File: config.mk
export PLATFORM = sky130hd
export DESIGN_NAME = wb_port_arbiter
export DESIGN_NICKNAME = d
export VERILOG_FILES = /design/src/rtl/wb_port_arbiter.sv
export SDC_FILE = /design/constraint.sdc
export NUM_CORES = 1
export LEC_CHECK = 0
export BUFFER_PORTS_ARGS = -buffer_cell sky130_fd_sc_hd__buf_2
export CAP_MARGIN = 25
export CORE_ASPECT_RATIO = 0.7
export CORE_UTILIZATION = 43
export CTS_CLUSTER_DIAMETER = 80
export DETAILED_ROUTE_END_ITERATION = 10
export PLACE_DENSITY = 0.65
export SYNTH_ARGS = -nofsm -noshare
export SYNTH_HDL_FRONTEND = slang
export SYNTH_SLANG_ARGS = --single-unit
export TNS_END_PERCENT = 30
File: constraint.sdc
create_clock -name clk -period 7.05 [get_ports clk]
set_input_delay 1.41 -clock clk [delete_from_list [all_inputs] [get_ports clk]]
set_output_delay 1.41 -clock clk [all_outputs]
set_load 0.02 [all_outputs]
File: src/rtl/wb_port_arbiter.sv
// rtl/wb_port_arbiter.sv - round-robin arbiter sharing the regfile write port between two writeback requesters
// Optional WB_SCOREBOARD_EN builds the pend_mask in-flight register decode.
module wb_port_arbiter #(
  parameter int DATA_W = 32,
  parameter int ADDR_W = 4,
  parameter int CNT_W  = 16
) (
  input  logic                 clk,
  input  logic                 Reset,
  input  logic                 req0_valid,
  input  logic [ADDR_W-1:0]    req0_addr,
  input  logic [DATA_W-1:0]    req0_data,
  output logic                 req0_ready,
  input  logic                 req1_valid,
  input  logic [ADDR_W-1:0]    req1_addr,
  input  logic [DATA_W-1:0]    req1_data,
  output logic                 req1_ready,
  output logic                 isWa,
  output logic [ADDR_W-1:0]    wa,
  output logic [DATA_W-1:0]    wd,
  output logic [2**ADDR_W-1:0] pend_mask,
  output logic [CNT_W-1:0]     conflict_cnt
);

  logic [1:0]        hold_v;
  logic [ADDR_W-1:0] hold0_addr, hold1_addr;
  logic [DATA_W-1:0] hold0_data, hold1_data;
  logic              age;  // 1: hold1 is the older entry
  logic              rr;   // 1: hold1 wins the next contended diff-addr grant
  logic [1:0]        grant;
  logic              acc0, acc1;

  always_comb begin
    grant = 2'b00;
    case (hold_v)
      2'b01:   grant = 2'b01;
      2'b10:   grant = 2'b10;
      2'b11: begin
        if (hold0_addr == hold1_addr) grant = age ? 2'b10 : 2'b01;
        else                          grant = rr  ? 2'b10 : 2'b01;
      end
      default: grant = 2'b00;
    endcase
  end

  assign req0_ready = !Reset && (!hold_v[0] || grant[0]);
  assign req1_ready = !Reset && (!hold_v[1] || grant[1]);
  assign acc0 = req0_valid && req0_ready;
  assign acc1 = req1_valid && req1_ready;

  always_ff @(posedge clk) begin
    if (Reset) begin
      hold_v       <= 2'b00;
      age          <= 1'b0;
      rr           <= 1'b0;
      isWa         <= 1'b0;
      wa           <= '0;
      wd           <= '0;
      conflict_cnt <= '0;
    end else begin
      if (|grant) begin
        isWa <= 1'b1;
        wa   <= grant[1] ? hold1_addr : hold0_addr;
        wd   <= grant[1] ? hold1_data : hold0_data;
      end else begin
        isWa <= 1'b0;
      end

      if (hold_v == 2'b11) begin
        rr <= grant[0];
        if (conflict_cnt != {CNT_W{1'b1}})
          conflict_cnt <= conflict_cnt + {{(CNT_W-1){1'b0}}, 1'b1};
      end

      hold_v[0] <= acc0 || (hold_v[0] && !grant[0]);
      hold_v[1] <= acc1 || (hold_v[1] && !grant[1]);
      if (acc0) begin
        hold0_addr <= req0_addr;
        hold0_data <= req0_data;
      end
      if (acc1) begin
        hold1_addr <= req1_addr;
        hold1_data <= req1_data;
      end

      // A new entry is younger than a surviving entry in the other hold.
      if (acc0 && acc1)                        age <= 1'b0;
      else if (acc0 && hold_v[1] && !grant[1]) age <= 1'b1;
      else if (acc1 && hold_v[0] && !grant[0]) age <= 1'b0;
    end
  end

`ifdef WB_SCOREBOARD_EN
  always_comb begin
    pend_mask = '0;
    if (hold_v[0]) pend_mask[hold0_addr] = 1'b1;
    if (hold_v[1]) pend_mask[hold1_addr] = 1'b1;
    if (isWa)      pend_mask[wa]         = 1'b1;
  end
`else
  assign pend_mask = '0;
`endif

endmodule

# After elaboration in Yosys (flattened, before gate mapping)
# Index checks and enable logic that the tools add are counted.
dict set report totals {
  elab_cells 53
  out_inout_bits 71
  ff_bits 129
  inputBits 76
}
dict set report classes {
  n_eq_ne 5
  n_reduce_logical 26
  mux 9
  bitwise_logic 1
  add_sub_neg 1
}
# cell n
set ops {}
lappend ops {{32-bit two-way mux} 1}
lappend ops {{16-bit by 1-bit adder with 16-bit output, second input constant} 1}
lappend ops {{16-bit inequality test, second input constant} 1}
lappend ops {{1-bit logical AND} 11}
lappend ops {{2-bit two-way mux} 3}
lappend ops {{2-bit case mux with 3 select lines} 1}
lappend ops {{2-bit AND reduction} 3}
lappend ops {{1-bit logical NOT} 5}
lappend ops {{2-bit equality test, second input constant} 2}
lappend ops {{4-bit equality test} 1}
lappend ops {{1-bit logical OR} 4}
lappend ops {{4-bit two-way mux} 1}
lappend ops {{2-bit OR reduction} 2}
lappend ops {{1-bit two-way mux} 3}
lappend ops {{2-bit by 1-bit equality test with 1-bit output, second input constant} 1}
lappend ops {{2-bit nonzero test} 1}
lappend ops {{1-bit inverter} 1}

# Depth between registers and ports, before layout
dict set report logic_depth {
  depth_word 10
  depth_mapped 7
  mapped_depth_nobuf 6
}

# Worst setup path after synthesis
# OpenSTA, ideal clock, no wires.
dict set report synth_timing {
  kind {in2reg}
  from {input Reset}
  to {register hold0_addr[0], enable pin}
  arrival_ps 4510
  path_stages 3
  slack_ps 2059
  n_path_buf 2
  required_ps 6568
  setup_time_ps 482
  path_cell_list {clkbuf_1 clkbuf_1 nor3b_1}
}
dict set report synth_between {
  elab_chain_len 4
  elab_cells_between_ends 5
  cone_classes {1 x bitwise; 4 x reduce/logical}
}
# element line
set synth_rtl {}
lappend synth_rtl {{start, declared} 9} ;# input logic Reset,
lappend synth_rtl {{1-bit logical NOT} 46} ;# assign req0_ready = !Reset && (!hold_v[0] || grant[0]);
lappend synth_rtl {{1-bit logical AND} 46}
lappend synth_rtl {{1-bit logical AND} 48} ;# assign acc0 = req0_valid && req0_ready;
lappend synth_rtl {{2-bit AND reduction (no line) (*)} n/a}
lappend synth_rtl {{end signal, assigned} 78} ;# hold0_addr <= req0_addr;
lappend synth_rtl {{end, declared} 26} ;# logic [ADDR_W-1:0] hold0_addr, hold1_addr;
# Every way passes the cells marked *; elsewhere a longest branch is shown, timed or not.
# A chain may end at the register's enable or synchronous reset.

# Worst setup path after layout
dict set report layout_timing {
  from {input Reset}
  to {output req1_ready}
}
dict set report layout_between {
  elab_chain_len 2
}
# element line
set layout_rtl {}
lappend layout_rtl {{1-bit logical NOT} 47} ;# assign req1_ready = !Reset && (!hold_v[1] || grant[1]);
lappend layout_rtl {{1-bit logical AND} 47}
lappend layout_rtl {{end, declared} 17} ;# output logic req1_ready,
# Every way passes these cells.

==> flow_summary.yaml <==
floorplan:
  dieHeight_um: 93.8
  rows: 33
  io_pins: 147
  start_util_pct: 44.2
  core_sq_um: 11700
  fp.dieArea_sq_um: 12500
  fp.dieW_um: 133
setup_path:
  endpoint: "req1_ready"
  timing.rr.start: "hold1_addr[3]"
  cpMaxStageDelayCell: "buf_4"
  cp-end-kind: "primary output"
  setup.worst_path.start_class: "primary input"
  ff2ff_setup_slack_ns: 4.56
  arrival_ns: 2.37
  r2r_end: "hold1_data[18]"
  max_stage_delay_ns: 0.54
  worst-path-stages: 4
  critPathTopFamily: "buffers and inverters"
  crit_type: "primary input to primary output"
  cp_max_fo: 61
  crit_chain: "buf_2 -> buf_4 -> a21oi_1 -> buf_2"
  reg2regPathDepth: 5
  setup.worst_path.start: "Reset"
  cp_common_cell: "buf_2"
  cp.buffers_inverters: 3
  critPathRequiredTime_ns: 5.64
timing:
  relSlewSlack_pct: 39.0
  clock_skew_ns: 0.00611
  rsz0062_at_grt: "no"
  fin_crit_sh_pct: 53.6
  fin_crit_ns: 3.78
  hold_ws_ns: 0.442
  fmax_mhz: 265
  tightest_slew_ns: 0.914
  final-setup-viol-count: 0
  slew_viol_final: 0
  finalHoldViolations: 0
  tns_ns: 0
finish:
  seqCellArea_sq_um: 3310
  antenna-diode-count: 0
  syn2layout_area_growth_pct: 25.5
  multi_input_area_sq_um: 1680
  drive_gt1_share_pct: 31.5
  finalInstanceArea_sq_um: 6500
  fin_nets: 620
  nFillCells: 979
placement:
  dp_hpwl_um: 7240
  post_dp_cell_area_sq_um: 5890
  io_buffers: 130
  place_congestion: 0.772
clocking:
  cts_tree: "built"
  cts-resized-gates: 0
  clock_latency_ns: 0.41
  cts.sinks: 129
  cts_hold_buf: 0
  cts_setup_buffers: 0
  htreeDepth: 4
  clk_pin_slew_ns: 0.05
  clk_path_buf_depth: 2
  root_buffer: "clkbuf_16"
  cts_buffers: 17
routing:
  initialDrtViolationCount: 199
  via_per_inst: 5.03
  ant_nets: 0
  drc: 0
  first_pass_iters: 7
  drt-wirelength-per-cell_um: 15.8
  via_count: 3587
  wl_um: 11300
synth:
  syn_area_per_cell_sq_um: 12.5
  ys.flop_type: "edfxtp_1"
  synth_seq_cells: 129
  yosysWarnings: 0
  syn_inst: 414
  synth.area.top_cells: "edfxtp_1 (42%), dfxtp_1 (22%), mux2i_1 (7.3%)"
  ys_async_sr_fraction_pct: 0
  synth_seq_area_share_pct: 63.8
  synth_edf_count: 72
  synth.largest_area_cell: "edfxtp_1"
  synth_top_area_share_pct: 41.8
  yosysUniqueCellTypes: 37
  synth_area_sq_um: 5180
global_routing:
  grt_pass1_wl_um: 17300
  grt_antenna_before_repair: 0
  grt_max_degree: 62
  grtUsageTotal_pct: 18.8
  grtUsageMet2_pct: 28.1
  grt_pass1_vias: 3295
  use_met1_pct: 25.2
  grt.overflow.total: 0
  grt_busiest_layer: "met2"
  grt_util_met3_pct: 5.34
job:
  maxCapViolations: 0
pwr:
  worst_ir_drop_vdd_mv: 0.175
  powerDensity_nw_per_um2: 293
  p_leak_nw: 2.59
worst_hold_path:
  holdCritPathClass: "flop to flop"
  hp-start: "hold0_data[10]"
status:
  status: "finished clean"
==> cells in the mapped netlist (2+ instances only) <==
cell type   n
inv_1       2
and3_1      2
nand4_1     3
buf_2       8
buf_4      16
nor2b_1     2
o2bb2ai_1  34
nor3_1      4
nor4_1      2
nand2_1    11
a211oi_1    6
o21ai_0     2
dfxtp_1    57
edfxtp_1   72
nor2_1     58
nand3_1     4
xor2_1      4
a21oi_1    41
buf_6       3
clkbuf_1   14
and4_1      2
mux2i_1    38
and2_1      3
xnor2_1    13
==> report_power, final <==
part	internal [mW]	switching [mW]	leakage, nW	total (mW)
sequential	0.835	0.0222	1.14	0.857
combinational	0.0579	0.0898	1.15	0.148
clock	0.596	0.306	0.297	0.902
total	1.49	0.418	2.59	1.91
==> state kept, by name (all words and copies together), names as in the netlist <==
| name | flops |
|---|---|
| isWa | 1 |
| conflict_cnt | 16 |
| hold1_data | 32 |
| hold0_data | 32 |
| hold1_addr | 4 |
| wd | 32 |
| rr | 1 |
| hold_v | 2 |
| hold0_addr | 4 |
| wa | 4 |
| age | 1 |
==> cell usage in the layout (no fill, tap or decap), types with 2 or more instances in the layout <==
| cell | netlist | routed |
|---|---|---|
| clkbuf_16 | 0 | 17 |
| and2_1 | 3 | 2 |
| clkinvlp_4 | 0 | 2 |
| xnor2_1 | 13 | 13 |
| bufinv_16 | 0 | 4 |
| and4_1 | 2 | 2 |
| o21ai_0 | 2 | 2 |
| buf_4 | 16 | 6 |
| o2bb2ai_1 | 34 | 34 |
| conb_1 | 1 | 16 |
| nor2b_1 | 2 | 2 |
| and3_1 | 2 | 2 |
| a21oi_1 | 41 | 41 |
| a211oi_1 | 6 | 6 |
| mux2i_1 | 38 | 38 |
| nor4_1 | 2 | 2 |
| dfxtp_2 | 0 | 2 |
| edfxtp_1 | 72 | 72 |
| dfxtp_1 | 57 | 55 |
| inv_1 | 2 | 2 |
| nor3_1 | 4 | 4 |
| nand4_1 | 3 | 3 |
| clkbuf_1 | 14 | 2 |
| nor2_1 | 58 | 58 |
| nand2_1 | 11 | 11 |
| buf_2 | 8 | 130 |
| xor2_1 | 4 | 4 |
| clkinv_2 | 0 | 5 |
| nand3_1 | 4 | 4 |
==> routing by layer <==
metal,wire (um),up-vias
li1,-,1747
met1,5250,1697
met2,5080,132
met3,812,11
met4,146,0
met5,0,-
==> kinds of logic (layout without fill, tap and decap cells) <==
family / Yosys count / after routing / synth area share (%)
other: 1 / 16 / 0.0724
xor gates and xnor gates: 17 / 17 / 2.88
DFF: 129 / 129 / 63.8
adders and majority gates: 1 / 1 / 0.242
muxes: 40 / 40 / 8.00
and+or+nand+nor: 96 / 96 / 8.68
AOI/OAI and AO/OA: 87 / 87 / 11.4
buffers and inverters: 43 / 170 / 4.91
==> worst min-delay path by stage <==
| stage | endpoint | slack (ns) | cells after the start |
|---|---|---|---|
| after floorplan | wd[0] | 0.43 | 1 |
| after global placement | wd[10] | 0.43 | 1 |
| final | wd[10] | 0.44 | 1 |
| after detailed placement | wd[10] | 0.43 | 1 |
| after global routing | wd[4] | 0.45 | 1 |
| after CTS | wd[10] | 0.44 | 1 |
==> through the flow <==
| stage | std cells | utilization, % | power, mW | worst slack [ns] |
|---|---|---|---|---|
| finish | 713 | 55.4 | 1.91 | 3.27 |
| global placement | 681 | 50.2 | 1.02 | 3.26 |
| detailed placement | 681 | 50.2 | 1.02 | 3.25 |
| CTS | 713 | 55.4 | 1.92 | 3.25 |
| global route | 713 | 55.4 | 1.97 | 3.16 |
| floorplan | 429 | - | 0.969 | 2.06 |
==> worst reg2reg max path: cells and delay by family (launching register included) <==
family	cells	cell delay, ns
simple gates	2	0.99
xor+xnor	1	0.25
compound gates	1	0.21
mux	1	0.23
flops	1	0.41
==> final cells by class <==
class / instances / area share (%)
Inverter: 2 / 0.116
Multi-Input combinational cell: 257 / 25.9
Timing Repair Buffer: 136 / 10.7
Sequential cell: 129 / 50.9
Clock buffer: 20 / 6.87
Clock inverter: 12 / 2.52
Tap cell: 157 / 3.02
Power figures use the tool's default switching activity.
